==> src/rtl/imm_narrow_packer_pkg.sv <==
// Shared constants and types for the immediate narrowing packer.
//   DIN_W / FIELD_W / GROUP : operand width, immediate field width, fields per packed group
//   OUT_BYTES               : bytes emitted per group (GROUP*FIELD_W / DIN_W)
//   state_e                 : packer FSM state encoding
//   SAT_*                   : saturation values for out-of-range operands
package imm_narrow_packer_pkg;

  localparam int unsigned DIN_W     = 8;
  localparam int unsigned FIELD_W   = 6;
  localparam int unsigned GROUP     = 4;
  localparam int unsigned ACC_W     = GROUP * FIELD_W;
  localparam int unsigned OUT_BYTES = ACC_W / DIN_W;
  // cnt must hold 0..GROUP inclusive.
  localparam int unsigned CNT_W     = 3;
  localparam int unsigned BIDX_W    = 2;

  localparam logic [FIELD_W-1:0] SAT_SPOS = 6'h1F;
  localparam logic [FIELD_W-1:0] SAT_SNEG = 6'h20;
  localparam logic [FIELD_W-1:0] SAT_U    = 6'h3F;

  typedef enum logic [0:0] {
    StFill = 1'b0,
    StEmit = 1'b1
  } state_e;

endpackage

==> src/rtl/imm_narrow_sat.sv <==
// Combinational narrowing of one 8-bit operand to a 6-bit immediate field.
//   din       : operand
//   sign_mode : 1 = signed narrowing, 0 = unsigned
//   dout      : narrowed (possibly saturated) field
//   ovf       : operand did not fit and was saturated
module imm_narrow_sat
  import imm_narrow_packer_pkg::*;
(
  input  logic [DIN_W-1:0]   din,
  input  logic               sign_mode,
  output logic [FIELD_W-1:0] dout,
  output logic               ovf
);

  logic fits;

  always_comb begin
    if (sign_mode) begin
      // Signed value fits when the top three bits are all copies of the sign.
      fits = (din[7] == din[6]) && (din[6] == din[5]);
      dout = fits ? din[FIELD_W-1:0] : (din[7] ? SAT_SNEG : SAT_SPOS);
    end else begin
      fits = (din[7:6] == 2'b00);
      dout = fits ? din[FIELD_W-1:0] : SAT_U;
    end
    ovf = ~fits;
  end

endmodule

==> src/rtl/imm_narrow_packer.sv <==
// Narrows 8-bit operands to 6-bit immediates and packs GROUP fields into a byte stream.
//   clk, rst_n                     : clock, asynchronous active-low reset
//   in_valid/in_ready/in_data      : operand stream; sign_mode sampled per accepted operand
//   flush                          : emit a partial group, zero-padded
//   out_valid/out_ready/out_data   : packed byte stream, byte 0 first
//   out_last                       : final byte of a group
//   out_fields                     : valid fields in the group being emitted
//   ovf_sticky, sat_count, clr_ovf : saturation reporting and clear
module imm_narrow_packer
  import imm_narrow_packer_pkg::*;
(
  input  logic             clk,
  input  logic             rst_n,
  input  logic             in_valid,
  output logic             in_ready,
  input  logic [DIN_W-1:0] in_data,
  input  logic             sign_mode,
  input  logic             flush,
  output logic             out_valid,
  input  logic             out_ready,
  output logic [DIN_W-1:0] out_data,
  output logic             out_last,
  output logic [2:0]       out_fields,
  output logic             ovf_sticky,
  input  logic             clr_ovf,
  output logic [7:0]       sat_count
);

  localparam logic [BIDX_W-1:0] LastByte = BIDX_W'(OUT_BYTES - 1);

  state_e              state_q, state_d;
  logic [CNT_W-1:0]    cnt_q, cnt_d, cnt_after;
  logic [BIDX_W-1:0]   byte_idx_q, byte_idx_d;
  logic [ACC_W-1:0]    acc_q, acc_d;
  logic [2:0]          fields_q, fields_d;
  logic                ovf_q, ovf_d;
  logic [7:0]          sat_q, sat_d;

  logic                accept;
  logic                sat_ev;
  logic [FIELD_W-1:0]  field;
  logic                field_ovf;
  logic [DIN_W-1:0]    cur_byte;

  imm_narrow_sat u_sat (
    .din       (in_data),
    .sign_mode (sign_mode),
    .dout      (field),
    .ovf       (field_ovf)
  );

  assign accept    = in_valid && (state_q == StFill);
  assign sat_ev    = accept && field_ovf;
  assign cnt_after = cnt_q + {{(CNT_W-1){1'b0}}, accept};

  always_comb begin
    state_d    = state_q;
    cnt_d      = cnt_q;
    byte_idx_d = byte_idx_q;
    acc_d      = acc_q;
    fields_d   = fields_q;
    unique case (state_q)
      StFill: begin
        if (accept) begin
          for (int i = 0; i < GROUP; i++) begin
            if (cnt_q == CNT_W'(i)) acc_d[i*FIELD_W +: FIELD_W] = field;
          end
          cnt_d = cnt_after;
        end
        // A same-cycle accept counts toward the flushed group.
        if ((cnt_after == CNT_W'(GROUP)) || (flush && (cnt_after != '0))) begin
          state_d    = StEmit;
          byte_idx_d = '0;
          fields_d   = cnt_after;
        end
      end
      StEmit: begin
        if (out_ready) begin
          if (byte_idx_q == LastByte) begin
            state_d    = StFill;
            cnt_d      = '0;
            acc_d      = '0;
            byte_idx_d = '0;
          end else begin
            byte_idx_d = byte_idx_q + 1'b1;
          end
        end
      end
      default: state_d = StFill;
    endcase
  end

  // A clear coinciding with a saturating accept keeps the new event.
  always_comb begin
    ovf_d = ovf_q;
    sat_d = sat_q;
    if (clr_ovf) begin
      ovf_d = sat_ev;
      sat_d = {7'd0, sat_ev};
    end else if (sat_ev) begin
      ovf_d = 1'b1;
      if (sat_q != 8'hFF) sat_d = sat_q + 8'd1;
    end
  end

  always_comb begin
    cur_byte = '0;
    for (int b = 0; b < OUT_BYTES; b++) begin
      if (byte_idx_q == BIDX_W'(b)) cur_byte = acc_q[b*DIN_W +: DIN_W];
    end
  end

  always_ff @(posedge clk or negedge rst_n) begin
    if (!rst_n) begin
      state_q    <= StFill;
      cnt_q      <= '0;
      byte_idx_q <= '0;
      acc_q      <= '0;
      fields_q   <= '0;
      ovf_q      <= 1'b0;
      sat_q      <= '0;
    end else begin
      state_q    <= state_d;
      cnt_q      <= cnt_d;
      byte_idx_q <= byte_idx_d;
      acc_q      <= acc_d;
      fields_q   <= fields_d;
      ovf_q      <= ovf_d;
      sat_q      <= sat_d;
    end
  end

  assign in_ready   = (state_q == StFill);
  assign out_valid  = (state_q == StEmit);
  assign out_data   = out_valid ? cur_byte : '0;
  assign out_last   = out_valid && (byte_idx_q == LastByte);
  assign out_fields = fields_q;
  assign ovf_sticky = ovf_q;
  assign sat_count  = sat_q;

endmodule

==> config.mk <==
export PLATFORM = sky130hd
export DESIGN_NAME = imm_narrow_packer
export DESIGN_NICKNAME = d
export VERILOG_FILES = /design/src/rtl/imm_narrow_packer_pkg.sv /design/src/rtl/imm_narrow_sat.sv /design/src/rtl/imm_narrow_packer.sv
export SDC_FILE = /design/constraint.sdc
export NUM_CORES = 1
export LEC_CHECK = 0
export CAP_MARGIN = 40
export CORE_ASPECT_RATIO = 0.7
export CORE_UTILIZATION = 50
export DETAILED_ROUTE_END_ITERATION = 10
export DONT_BUFFER_PORTS = 1
export GPL_TIMING_DRIVEN = 0
export PLACE_DENSITY = 0.64
export SKIP_LAST_GASP = 1
export SYNTH_ARGS = -nofsm -noshare
export SYNTH_HDL_FRONTEND = slang
export SYNTH_SLANG_ARGS = --single-unit
==> constraint.sdc <==
create_clock -name clk -period 3.75 [get_ports clk]
set_input_delay 0.375 -clock clk [delete_from_list [all_inputs] [get_ports clk]]
set_output_delay 0.375 -clock clk [all_outputs]
set_load 0.01 [all_outputs]
# == Yosys cells after proc, flatten, opt, wreduce, memory -nomap -nowiden ==
# Index checks and enable logic that the tools add are counted.
# op_classes
n_addsub,3
reduce_logical,20
n_bitwise,2
n_eq_ne,17
muxes,34
# ops
cell,count
24-bit 2-to-1 mux,3
8-bit 2-to-1 mux,7
6-bit 2-to-1 mux,8
24-bit case mux with 2 select lines,1
4-bit AND reduction,4
"2-bit by 1-bit != test with 1-bit output, second input constant",7
3-bit 2-to-1 mux,3
"8-bit by 1-bit adder with 8-bit output, second input constant",1
"8-bit != test, second input constant",1
"3-bit by 2-bit == test with 1-bit output, second input constant",2
1-bit 2-to-1 mux,6
2-bit 2-to-1 mux,3
3-bit case mux with 2 select lines,1
2-bit AND reduction,3
1-bit logical AND,5
2-bit zero test,2
2-bit case mux with 2 select lines,1
2-bit nonzero test,2
3-bit by 1-bit adder with 3-bit output,1
"3-bit by 1-bit == test with 1-bit output, second input constant",1
"3-bit == test, second input constant",1
3-bit zero test,1
3-bit AND reduction,1
3-bit nonzero test,1
8 further kinds,10
# word_totals
output_inout_bits,23
in_bits,15
register_bits,42
wordCells,86

# == Logic depth before layout (Yosys ltp) ==
# Gate-level depths: netlist of run 1.
# logic_depth
ltp_word,8
depth_mapped,8
mapped_depth_nobuf,7

# == Cells and area by module ==
# A second synthesis of run 1 with hierarchy kept.
# unflattened
cells_unflattened,220
area_unflattened_um2,2417.3
# by_module_without_submodules
module,area_per_inst_um2,n_inst,seq_area_each_um2,cells_each
imm_narrow_packer,2270.9,1,1051.0,202
imm_narrow_sat,146.4,1,0.0,18

# == Worst setup path after synthesis of run 1 ==
# No wires, ideal clock.
# synth_timing
path_type,reg-to-reg
startpoint,reg state_q (netlist: out_valid)
endpoint,reg fields_q[0] (netlist: out_fields[0])
arrival_ns,1.992
period_less_slack_ns,2.113
n_path_buf,1
path_slack_ns,1.637
path_stages_with_launch,8
required_time_ns,3.629
setup_time_ns,0.121
path_cell_list,dfrtp_1 nor2b_1 clkbuf_1 ha_1 ha_1 o21ba_2 a211o_1 a22o_1
# synth_via
elab_chain_len,7
elab_cells_between_ends,8
cone_classes,add/sub: 1; eq/ne: 1; bitwise: 1; reduce/logical: 5
# synth_rtl
item,line,source
start: declaration,imm_narrow_packer.sv:31,"state_e state_q, state_d;"
start signal: assignment,imm_narrow_packer.sv:115,state_q <= StFill;
start signal: assignment,imm_narrow_packer.sv:123,state_q <= state_d;
1-bit NOT (no line) (*),--,
1-bit logical AND (*),imm_narrow_packer.sv:52,assign accept = in_valid && (state_q == StFill);
3-bit by 1-bit adder with 3-bit output (*),imm_narrow_packer.sv:54,"assign cnt_after = cnt_q + {{(CNT_W-1){1'b0}}, accept};"
named net cnt_after[1],imm_narrow_packer.sv:32,"logic [CNT_W-1:0] cnt_q, cnt_d, cnt_after;"
3-bit nonzero test,imm_narrow_packer.sv:71,if ((cnt_after == CNT_W'(GROUP)) || (flush && (cnt_after != '0))) begin
1-bit logical AND,imm_narrow_packer.sv:71,
1-bit logical OR (*),imm_narrow_packer.sv:71,
2-bit AND reduction (no line) (*),--,
end signal: assignment,imm_narrow_packer.sv:127,fields_q <= fields_d;
end: declaration,imm_narrow_packer.sv:35,"logic [2:0] fields_q, fields_d;"
# The timed path passes the listed nets; every way through them passes the cells marked *.
# A chain may end at the register's enable or synchronous reset.

# == Final worst setup path of run 1 ==
# layout_timing
startpoint,reg state_q (netlist: out_valid)
endpoint,out out_data[0]
# layout_via
elab_chain_len,1
# layout_rtl
item,line,source
8-bit 2-to-1 mux,imm_narrow_packer.sv:135,assign out_data = out_valid ? cur_byte : '0;
end: declaration,imm_narrow_packer.sv:21,"output logic [DIN_W-1:0] out_data,"
# Every way passes these cells.

==> summary.md, run 1 <==
| Metric | Value |
|---|---|
| Fmax | `0.3970 GHz` |
| DRC | `0` |
| Worst path cell trace | `buf_1, inv_1, clkbuf_1, nor2_1` |
| Skew final | `approximately 8 ps` |
| Switching Share | `39.52%` |
| Most frequent cell after synthesis | `dfrtp_1` |
| Clock power share | `16.8%` |
| Reg2reg start | `out_valid` |
| Average routed wire per standard cell | `16.93 um` |
| Crit path max fanout | `10` |
| Synth top area share | `between 40% and 50%` |
| Max-slew headroom | `52.87%` |
| Core area | `4354 um2` |
| DP Worst Slack | `~1500 ps` |
| Buffers and inverters on the worst path | `3` |
| Max-cap violations | `0` |
| Internal Dissipation | `~1.1 mW` |
| Remaining Overflow, GRT | `0` |
| Iteration-0 DRC count of the detailed router | `between 50 and 60` |
| Leakage power | `between 1 and 1.5 nW` |
| Pwr per Cell Area | `733.9 nW/um2` |
| Yosys warnings | `0` |
| First-pass GRT wire length | `~7600 um` |
| Synth Register Bits | `42` |
| P&R area growth vs syn | `8.347%` |
| Crit path DAT | `2140 ps` |
| Post-CTS sizing | `0` |
| Drt first pass iters | `4` |
| Mapped cell area | `approximately 2300 um2` |
| CP Data Required Time | `3380 ps` |
| Critical path origin | `out_valid` |
| Clock slew at reported path FFs | `80 ps` |
| Crit path launch type | `flip-flop` |
| Routed Antenna Nets | `0` |
| Filler cells | `371` |
| Top cells by count, synth | `dfrtp_1, nor2_1, mux2_2` |
| CTS root buf | `clkbuf_8` |
| Hold path startpoint | `in_valid` |
| Synth Net Count | `~240` |
| Final worst-path cycle share | `roughly two thirds` |
| Port Buffers | `0` |
| Clock Sink Count | `42` |
| Slowest stage delay, CP | `540 ps` |
| Syn avg cell area | `about 10 um2` |
| Initial antenna violation count | `0` |
| Routed Wire Length | `around 4800 um` |
| Crit path max-delay family | `buffers and inverters` |
| Antenna Cells | `0` |
| Number of H-tree levels | `2` |
| Total power | `about 1.8 mW` |
| WHS | `228.6 ps` |
| Post-Synthesis Cells | `approximately 220` |
| Slew at the pin with the worst max-slew slack | `around 710 ps` |
| Fin. Hold Viols | `0` |
| Cell taking the most area after synthesis | `dfrtp_1` |
| Part of the power in combinational logic | `roughly 43%` |
| Critical path class | `reg2out` |
| Synth top area cells | `dfrtp_1, mux2_2, mux2i_1` |
| Most used flip-flop cell after synthesis | `dfrtp_1` |
| Final number of setup-violating endpoints | `0` |
| Detailed-route via count | `1,675` |
| Reg2Reg Capture Point | `out_fields[1]` |
| Min Tclk post-route | `2519 ps` |
| Die Ht | `58.48 um` |
| Via density | `5.919` |
| Hold endpoint | `cnt_q[1]` |
| Max Slew Vio Count | `0` |
| Sequential-to-total area share from yosys stat | `a little under half` |
| Dpl hpwl | `3477 um` |
| Hold/Removal Path Class | `in2reg` |
| Clk Latency, worst-skew pair | `300 ps` |
| Register-to-Register Path Depth | `7` |
| Starting Density | `52.33%` |
| Crit. End Element | `output port` |
| Setup tns final | `0 ps` |
| R2R Setup Slk | `between 1000 and 1500 ps` |
| Nets | `246` |
| Worst hold path depth | `2` |
| Worst Setup Slack, final | `about 1200 ps` |
| Unrepaired setup endpoints after global routing | `no` |
| Share of layout cells above drive strength 1 | `16.67%` |
| Ys async rst share | `100.0%` |
| Post-synth cell types | `41` |
| CTS tree | `done` |
| CTS Buf Count | `5` |
| Power share of the sequential group | `40.5%` |
| Outcome | `finished, final reports clean` |
| Vias in the first global route | `1,572` |
| Ports | `38` |
| Global Route Usage Sum | `21.65%` |
| Final GP Congestion | `slightly above 0.8` |
| Worst VDD drop | `360.2 uV` |
| Die area | `4835 um2` |
| Cell row count | `20` |
| Die width | `~83 um` |
| Largest net degree at the start of global routing | `43` |
| P_sw | `716.1 uW` |
| Longest Clk Path Bufs | `2` |
| Worst path slowest cell | `dfrtp_1` |
| EDFF count, synth | `0` |
-- kinds of logic after synthesis --
logic type | Yosys count | share of synthesized area, %
buf+inv | 18 | 3.350
compound gates | 49 | 15.27
mux | 31 | 14.83
fa+ha+maj | 4 | 2.197
xor+xnor | 3 | 1.153
flops | 42 | 46.13
simple gates | 71 | 17.08
-- sequential cells by signal, summed over array words and instances (netlist names) --
register    cells
sat_count       8
acc_q          24
ovf_sticky      1
out_fields      3
byte_idx_q      2
cnt_q           3
out_valid       1
-- worst max-delay path by stage --
| stage | endpoint | slack [ps] | cells after the start |
|---|---|---|---|
| floorplan | out_fields[0] | 1640 | 7 |
| detailed placement | out_fields[0] | 1450 | 7 |
| CTS | out_data[0] | 1240 | 4 |
| finish | out_data[0] | 1230 | 4 |
| global placement | out_fields[1] | 1480 | 7 |
| global route | out_data[0] | 1090 | 4 |
-- final cells by class --
cell class / instances / area [um2] / share of cell area [%]
buffer: 11 / 50.05 / 2.027
tap: 55 / 68.82 / 2.788
sequential: 42 / 1051 / 42.57
multi-input combinational: 158 / 1151 / 46.63
inverter: 7 / 26.28 / 1.064
clock inverter: 1 / 5.005 / 0.2027
clock buffer: 7 / 86.33 / 3.497
timing repair buffer: 2 / 30.03 / 1.216
-- worst reg2reg max path, delay by kind of cell, from the launching register on --
kind | cells | cell delay (ps)
compound gates | 3 | 790
fa+ha+maj | 2 | 490
buf+inv | 1 | 300
flops | 1 | 500
simple gates | 1 | 160
-- repair_timing --
action / 4_1_cts / 5_1_grt
setup buffers: 0 / 0
hold buffers: 2 / 0
setup endpoints to repair: 0 / 0
hold endpoints to repair: 42 / 0
-- metrics by stage --
| stage | area [um2] | instances | utilization [%] |
|---|---|---|---|
| after floorplan | 2278 | 218 | - |
| after global placement | 2347 | 273 | 53.91 |
| after detailed placement | 2347 | 273 | 53.91 |
| after CTS | 2469 | 283 | 56.70 |
| after global routing | 2469 | 283 | 56.70 |
| final | 2469 | 283 | 56.70 |
-- power groups by stage --
stage / sequential (mW) / combinational [mW] / clock [mW]
after floorplan: 0.708 / 0.625 / 0
after global placement: 0.732 / 0.739 / 0
after detailed placement: 0.742 / 0.763 / 0
after CTS: 0.732 / 0.777 / 0.309
after global routing: 0.754 / 0.858 / 0.329
final: 0.733 / 0.774 / 0.305
-- cell usage in the layout (no fill, tap or decap), types with 2 or more instances in the layout --
cell type,instances
a21oi_1,15
mux2_2,19
nor3b_1,2
o21ai_0,8
mux2_1,3
o21ba_2,2
clkbuf_8,6
xnor2_1,2
nor2b_1,7
clkbuf_1,8
o22ai_2,4
ha_1,4
o21a_1,5
nand3_1,7
nor4_4,2
nand2_1,14
nand2b_1,5
buf_1,2
dfrtp_1,42
a22o_1,3
mux2i_1,9
or4_1,3
nor2_1,23
o31ai_1,5
and4_1,2
inv_1,7
-- routing by layer --
layer / vias up / part of all wire [%] / track usage (%)
li1: 807 / - / -
met1: 820 / 47 / 27.62
met2: 34 / 46 / 33.49
met3: 14 / 4.7 / 7.132
met4: 0 / 2.6 / 9.852
met5: - / 0 / 0
Note: power is estimated with default switching activity, not from simulation.
==> run 2: changes to the inputs <==
--- a/config.mk
+++ b/config.mk
@@ -11,7 +11,7 @@
 export DETAILED_ROUTE_END_ITERATION = 10
 export DONT_BUFFER_PORTS = 1
 export GPL_TIMING_DRIVEN = 0
-export PLACE_DENSITY = 0.64
+export PLACE_DENSITY = 0.67
 export SKIP_LAST_GASP = 1
 export SYNTH_ARGS = -nofsm -noshare
 export SYNTH_HDL_FRONTEND = slang
==> constraint.sdc (replaced) <==
create_clock -name clk -period 2.15 [get_ports clk]
set_input_delay 0.215 -clock clk [delete_from_list [all_inputs] [get_ports clk]]
set_output_delay 0.215 -clock clk [all_outputs]
set_load 0.01 [all_outputs]
==> summary.md, run 2 (synthesis gave the netlist of run 1 again) <==
| Metric | Value |
|---|---|
| Remaining Overflow, GRT | `0 (unchanged)` |
| Min Tclk post-route | `2084 ps` |
| Layout Utilization | `56.67% (about the same)` |
| Port Buffers | `0 (unchanged)` |
| Clk Latency, worst-skew pair | `280 ps (-20 ps)` |
| Slew at the pin with the worst max-slew slack | `672.8 ps (-34.08 ps)` |
| Starting Density | `52.33% (unchanged)` |
| Max-cap violations | `0 (unchanged)` |
| Metal-1 WL | `2199 um (-2.3%)` |
| Final GP Congestion | `0.7410 (-9.0%)` |
| Nets | `246 (unchanged)` |
| DRC | `0 (unchanged)` |
| Global Route Usage Sum | `21.92% (+0.27 points)` |
| Die Ht | `58.48 um (unchanged)` |
| Largest register FFs | `24 (unchanged)` |
| Post-route non-filler standard cell count | `281 (-0.71%)` |
| CTS tree | `done` |
| Fmax | `0.4799 GHz` |
| Part of the power in combinational logic | `43.1% (+0.4 points)` |
| Largest net degree at the start of global routing | `43 (unchanged)` |
| Met3 wire length | `273 um (+21%)` |
| Die width | `82.69 um (unchanged)` |
| Clock power share | `15.9% (-0.9 points)` |
| P&R area growth vs syn | `8.292% (about the same)` |
| WL met2 | `2039 um (-6.9%)` |
| Clock Sink Count | `42 (unchanged)` |
| Hold/Removal Path Class | `in2reg` |
| Cell row count | `20 (unchanged)` |
| CP Data Required Time | `2330 ps (-1050 ps)` |
| Ports | `38 (unchanged)` |
| Critical path class | `reg2reg` |
| Share of layout cells above drive strength 1 | `18.14% (+1.5 points)` |
| Via density | `5.712 (-3.5%)` |
| Final worst-path cycle share | `between 90% and 100%` |
| Crit path max fanout | `7 (-3)` |
| Max Slew Vio Count | `0 (unchanged)` |
| Initial antenna violation count | `0 (unchanged)` |
| Dpl hpwl | `3310 um (-4.8%)` |
| Outcome | `finished, final reports clean` |
| Number of H-tree levels | `2 (unchanged)` |
| Routed Antenna Nets | `0 (unchanged)` |
| CTS root buf | `clkbuf_8` |
| Top Layer Used | `met4` |
| Internal Dissipation | `1.910 mW (+74%)` |
| Power share of the sequential group | `41.1% (+0.6 points)` |
| First-pass GRT wire length | `7755 um (+2.4%)` |
| Leakage power | `1.106 nW (+0.24%)` |
| Clock slew at reported path FFs | `70 ps (about the same)` |
| Skew final | `2.618 ps (-5.232 ps)` |
| Routed Wire Length | `4574 um (-4.5%)` |
| CTS Buf Count | `5 (unchanged)` |
| Filler cells | `398 (+7.3%)` |
| Fin. Hold Viols | `0 (unchanged)` |
| Average routed wire per standard cell | `16.28 um (-3.9%)` |
| Max-slew headroom | `55.15% (+2.3 points)` |
| Pwr per Cell Area | `1264 nW/um2 (+72%)` |
| Biggest register | `acc_q` |
| Cells after DPL | `273 (unchanged)` |
| # Post-CTS Setup Buffers | `0 (unchanged)` |
| Longest Clk Path Bufs | `2 (unchanged)` |
| Crit. End Element | `flip-flop` |
| Commonest non-fill, non-tap cell in the layout | `dfrtp_1` |
| Switching Share | `38.77% (-0.76 points)` |
| Antenna Cells | `0 (unchanged)` |
| Final number of setup-violating endpoints | `0 (unchanged)` |
| Core area | `4354 um2 (unchanged)` |
| Iteration-0 DRC count of the detailed router | `78 (+47%)` |
| Detailed-route via count | `1,605 (-4.2%)` |
| Crit path DAT | `2260 ps (+120 ps)` |
| Crit path launch type | `flip-flop` |
| Most frequent cells in the layout | `dfrtp_1, nor2_1, mux2_2` |
| Worst VDD drop | `570.2 uV (+58%)` |
| P_sw | `1.209 mW (+69%)` |
| Die area | `4835 um2 (unchanged)` |
| Vias in the first global route | `1,545 (-1.7%)` |
| Drt first pass iters | `4 (unchanged)` |
==> run 2: power by group through the flow <==
stage,Sequential [mW],Combinational [mW],Clock (mW)
after floorplan,1.24,1.09,0
after global placement,1.29,1.30,0
after detailed placement,1.29,1.33,0
after CTS,1.28,1.36,0.514
after global routing,1.32,1.50,0.555
final,1.28,1.34,0.494
==> run 2: stage by stage <==
step	power (mW)	setup slack [ps]	hold slack [ps]	TNS (ps)	area (um2)
3_3_place_gp	2.589	-157.9	-79.37	-540.1	2347
2_1_floorplan	2.325	36.76	-80.59	0	2278
6_report	3.119	66.35	79.15	0	2467
3_5_place_dp	2.621	-166.3	-79.27	-566.5	2347
4_1_cts	3.152	2.820	68.63	0	2464
5_1_grt	3.370	-9.165	69.21	-19.61	2467
==> run 2: per-layer routing <==
metal,global-route usage [%],vias to the layer above
met3,6.512,7
met5,0,-
met1,32.56,770
li1,-,798
met2,31.03,30
met4,6.158,0
==> run 2: layout make-up <==
class | instances | area (um2) | area share, %
sequential | 42 | 1052 | 42.65
multi-input combinational | 158 | 1151 | 46.65
buffer | 11 | 56.30 | 2.282
timing repair buffer | 2 | 30.03 | 1.217
clock buffer | 6 | 82.58 | 3.347
tap | 55 | 68.82 | 2.789
inverter | 7 | 26.28 | 1.065
==> run 2: worst max-delay path, cell delays in order (launching register included) <==
cell and delay, ps:
dfrtp_2 480, nor2b_1 140, clkbuf_4 190, ha_1 150, ha_1 260, o21ba_2 210, a211o_1 300, a22o_1 250
==> run 2: worst paths after layout <==
path,start,end,depth (start not counted),slack (ps)
min in group asynchronous,rst_n,out_fields[0],2,380
max in group asynchronous,rst_n,acc_q[20],2,1560
max reg2reg,out_valid,out_fields[1],7,70
min reg2reg,acc_q[20],acc_q[20],1,500
max,out_valid,out_fields[1],7,70
min,in_valid,cnt_q[1],2,80
==> run 2: repair_timing <==
action                                 in CTS  in global routing
gates resized for setup                     3                  4
gates cloned                                0                  0
setup endpoints to repair                  12                 12
endpoints found under the hold margin      42                  0
pin swaps                                   0                  1
hold buffers                                2                  0
==> run 3: changes to the inputs <==
--- a/config.mk
+++ b/config.mk
@@ -5,13 +5,12 @@
 export SDC_FILE = /design/constraint.sdc
 export NUM_CORES = 1
 export LEC_CHECK = 0
-export CAP_MARGIN = 40
 export CORE_ASPECT_RATIO = 0.7
 export CORE_UTILIZATION = 50
 export DETAILED_ROUTE_END_ITERATION = 10
 export DONT_BUFFER_PORTS = 1
 export GPL_TIMING_DRIVEN = 0
-export PLACE_DENSITY = 0.67
+export PLACE_DENSITY = 0.68
 export SKIP_LAST_GASP = 1
 export SYNTH_ARGS = -nofsm -noshare
 export SYNTH_HDL_FRONTEND = slang
==> summary.md, run 3 (synthesis gave the netlist of run 1 again) <==
| Metric | Value |
|---|---|
| Final worst-path cycle share | `96.16% (-0.75 points)` |
| Leakage power | `1.108 nW (+0.12%)` |
| Port Buffers | `0 (unchanged)` |
| Met2 Use GR | `30.91% (-0.12 points)` |
| Outcome | `finished, final reports clean` |
| Crit path max fanout | `7 (unchanged)` |
| Dpl hpwl | `3310 um (about the same)` |
| Reg2reg start | `out_valid` |
| Slowest stage delay, CP | `470 ps (about the same)` |
| Iteration-0 DRC count of the detailed router | `45 (-42%)` |
| P&R area growth vs syn | `8.567%` |
| Max Slew Vio Count | `0 (unchanged)` |
| Skew final | `6.412 ps (+3.794 ps)` |
| Max-cap violations | `0 (unchanged)` |
| Slew at the pin with the worst max-slew slack | `603.3 ps (-69.52 ps)` |
| Fmax | `0.4837 GHz (+0.78%)` |
| Worst path slowest cell | `dfrtp_2` |
| Cell row count | `20 (unchanged)` |
| Antenna Cells | `0 (unchanged)` |
| Remaining Overflow, GRT | `0 (unchanged)` |
| CTS root buf | `clkbuf_8` |
| CP Data Required Time | `2340 ps (about the same)` |
| Reg2Reg Capture Point | `out_fields[1]` |
| Min Tclk post-route | `2067 ps (-16.16 ps)` |
| Most used routing layer | `met1` |
| Pwr per Cell Area | `1272 nW/um2 (+0.67%)` |
| Clock slew at reported path FFs | `80 ps (about the same)` |
| Drt first pass iters | `4 (unchanged)` |
| Global Route Usage Sum | `21.93% (about the same)` |
| Met1 GRT Util | `31.22% (-1.3 points)` |
| Average routed wire per standard cell | `16.66 um (+2.3%)` |
| Fin. Hold Viols | `0 (unchanged)` |
| Most frequent cells in the layout | `dfrtp_1, nor2_1, mux2_2` |
| Largest register FFs | `24 (unchanged)` |
| Die width | `82.69 um (unchanged)` |
| Detailed-route via count | `1,655 (+3.1%)` |
| Core area | `4354 um2 (unchanged)` |
| Die Ht | `58.48 um (unchanged)` |
| Number of H-tree levels | `2 (unchanged)` |
| Register-to-Register Path Depth | `7 (unchanged)` |
| Longest Clk Path Bufs | `2 (unchanged)` |
| Via density | `5.869 (+2.7%)` |
| Final GP Congestion | `0.8034 (+8.4%)` |
| Unrepaired setup endpoints after global routing | `no` |
| CTS Buf Count | `5 (unchanged)` |
| Area of the multi-input gates | `1162 um2 (+0.98%)` |
| Starting Density | `52.33% (unchanged)` |
| DRC | `0 (unchanged)` |
| Final number of setup-violating endpoints | `0 (unchanged)` |
| Worst path cell trace | `nor2b_2, buf_4, ha_1, ha_1, o21ba_2, a211o_4, a22o_1` |
| Setup tns final | `0 ps (unchanged)` |
| Worst VDD drop | `641.0 uV (+12%)` |
| Crit. End Element | `flip-flop` |
| CTS tree | `done` |
| Crit path launch type | `flip-flop` |
| Storage element area | `1052 um2 (unchanged)` |
| Max-slew headroom | `59.59% (+4.4 points)` |
| Crit path max-delay family | `compound AO/OA/AOI/OAI gates` |
| Share of layout cells above drive strength 1 | `18.94% (+0.80 points)` |
| Initial antenna violation count | `0 (unchanged)` |
| Ports | `38 (unchanged)` |
| Clk Latency, worst-skew pair | `290 ps (about the same)` |
| Crit path DAT | `2260 ps (about the same)` |
| Worst path most repeated cell | `ha_1` |
| Vias in the first global route | `1,518 (-1.7%)` |
| WHS | `72.74 ps (-6.412 ps)` |
| Critical path class | `reg2reg` |
| Commonest non-fill, non-tap cell in the layout | `dfrtp_1` |
| Hold path startpoint | `in_valid` |
| Biggest register | `acc_q` |
| Filler cells | `394 (-1.0%)` |
| Worst hold path depth | `2 (unchanged)` |
| Clock Sink Count | `42 (unchanged)` |
| Met3 Use GR | `6.667% (+0.16 points)` |
| Die area | `4835 um2 (unchanged)` |
| Routed Wire Length | `4698 um (+2.7%)` |
| Buffers and inverters on the worst path | `1 (unchanged)` |
| Routed Antenna Nets | `0 (unchanged)` |
| # Post-CTS Setup Buffers | `0 (unchanged)` |
| Hold endpoint | `cnt_q[0]` |
| Nets | `246 (unchanged)` |
| Hold/Removal Path Class | `in2reg` |
| Largest net degree at the start of global routing | `43 (unchanged)` |
| R2R Setup Slk | `80 ps (+20 ps)` |
| First-pass GRT wire length | `7672 um (-1.1%)` |
-- run 3: layer usage --
metal  wire [um]  share of wire (%)  up-vias
li1            -                  -      804
met2        2041                 43       27
met4          70                1.5        0
met5           0                  0        -
met3         196                4.2        7
met1        2390                 51      817
-- run 3: what timing repair did --
item | in CTS | in global routing
hold buffers | 2 | 0
endpoints found under the hold margin | 42 | 0
pin swaps | 0 | 1
endpoints found under the setup margin | 12 | 12
gates resized for setup | 4 | 6
-- run 3: power by group --
part           internal, mW  switching [mW]  leakage (nW)
combinational         0.607           0.778         0.520
clock                 0.224           0.259        0.0383
sequential             1.07           0.209         0.549
-- run 3: worst max-delay path by stage --
stage          cells after the start             to  slack (ps)      start
2_1_floorplan                      7  out_fields[0]          40  out_valid
3_3_place_gp                       7  out_fields[1]        -140  out_valid
3_5_place_dp                       7  out_fields[0]        -170  out_valid
4_1_cts                            7  out_fields[1]          30  out_valid
5_1_grt                            7  out_fields[0]          10  out_valid
6_report                           7  out_fields[1]          80  out_valid
-- run 3: stage by stage --
stage               util [%]  instances  setup slack (ps)  power, mW  area, um2
floorplan                  -        218             36.76      2.325       2278
global placement       53.91        273            -144.4      2.589       2347
detailed placement     53.91        273            -170.9      2.623       2347
CTS                    56.49        282             27.84      3.137       2460
global route           56.81        282             11.43      3.399       2474
finish                 56.81        282             82.51      3.148       2474
-- run 3: cell type report --
class | instances | area share (%)
Timing Repair Buffer | 2 | 1.214
Clock buffer | 7 | 3.085
Buffer | 11 | 2.327
Inverter | 7 | 1.062
Multi-Input combinational cell | 158 | 46.99
Tap cell | 55 | 2.782
Sequential cell | 42 | 42.54
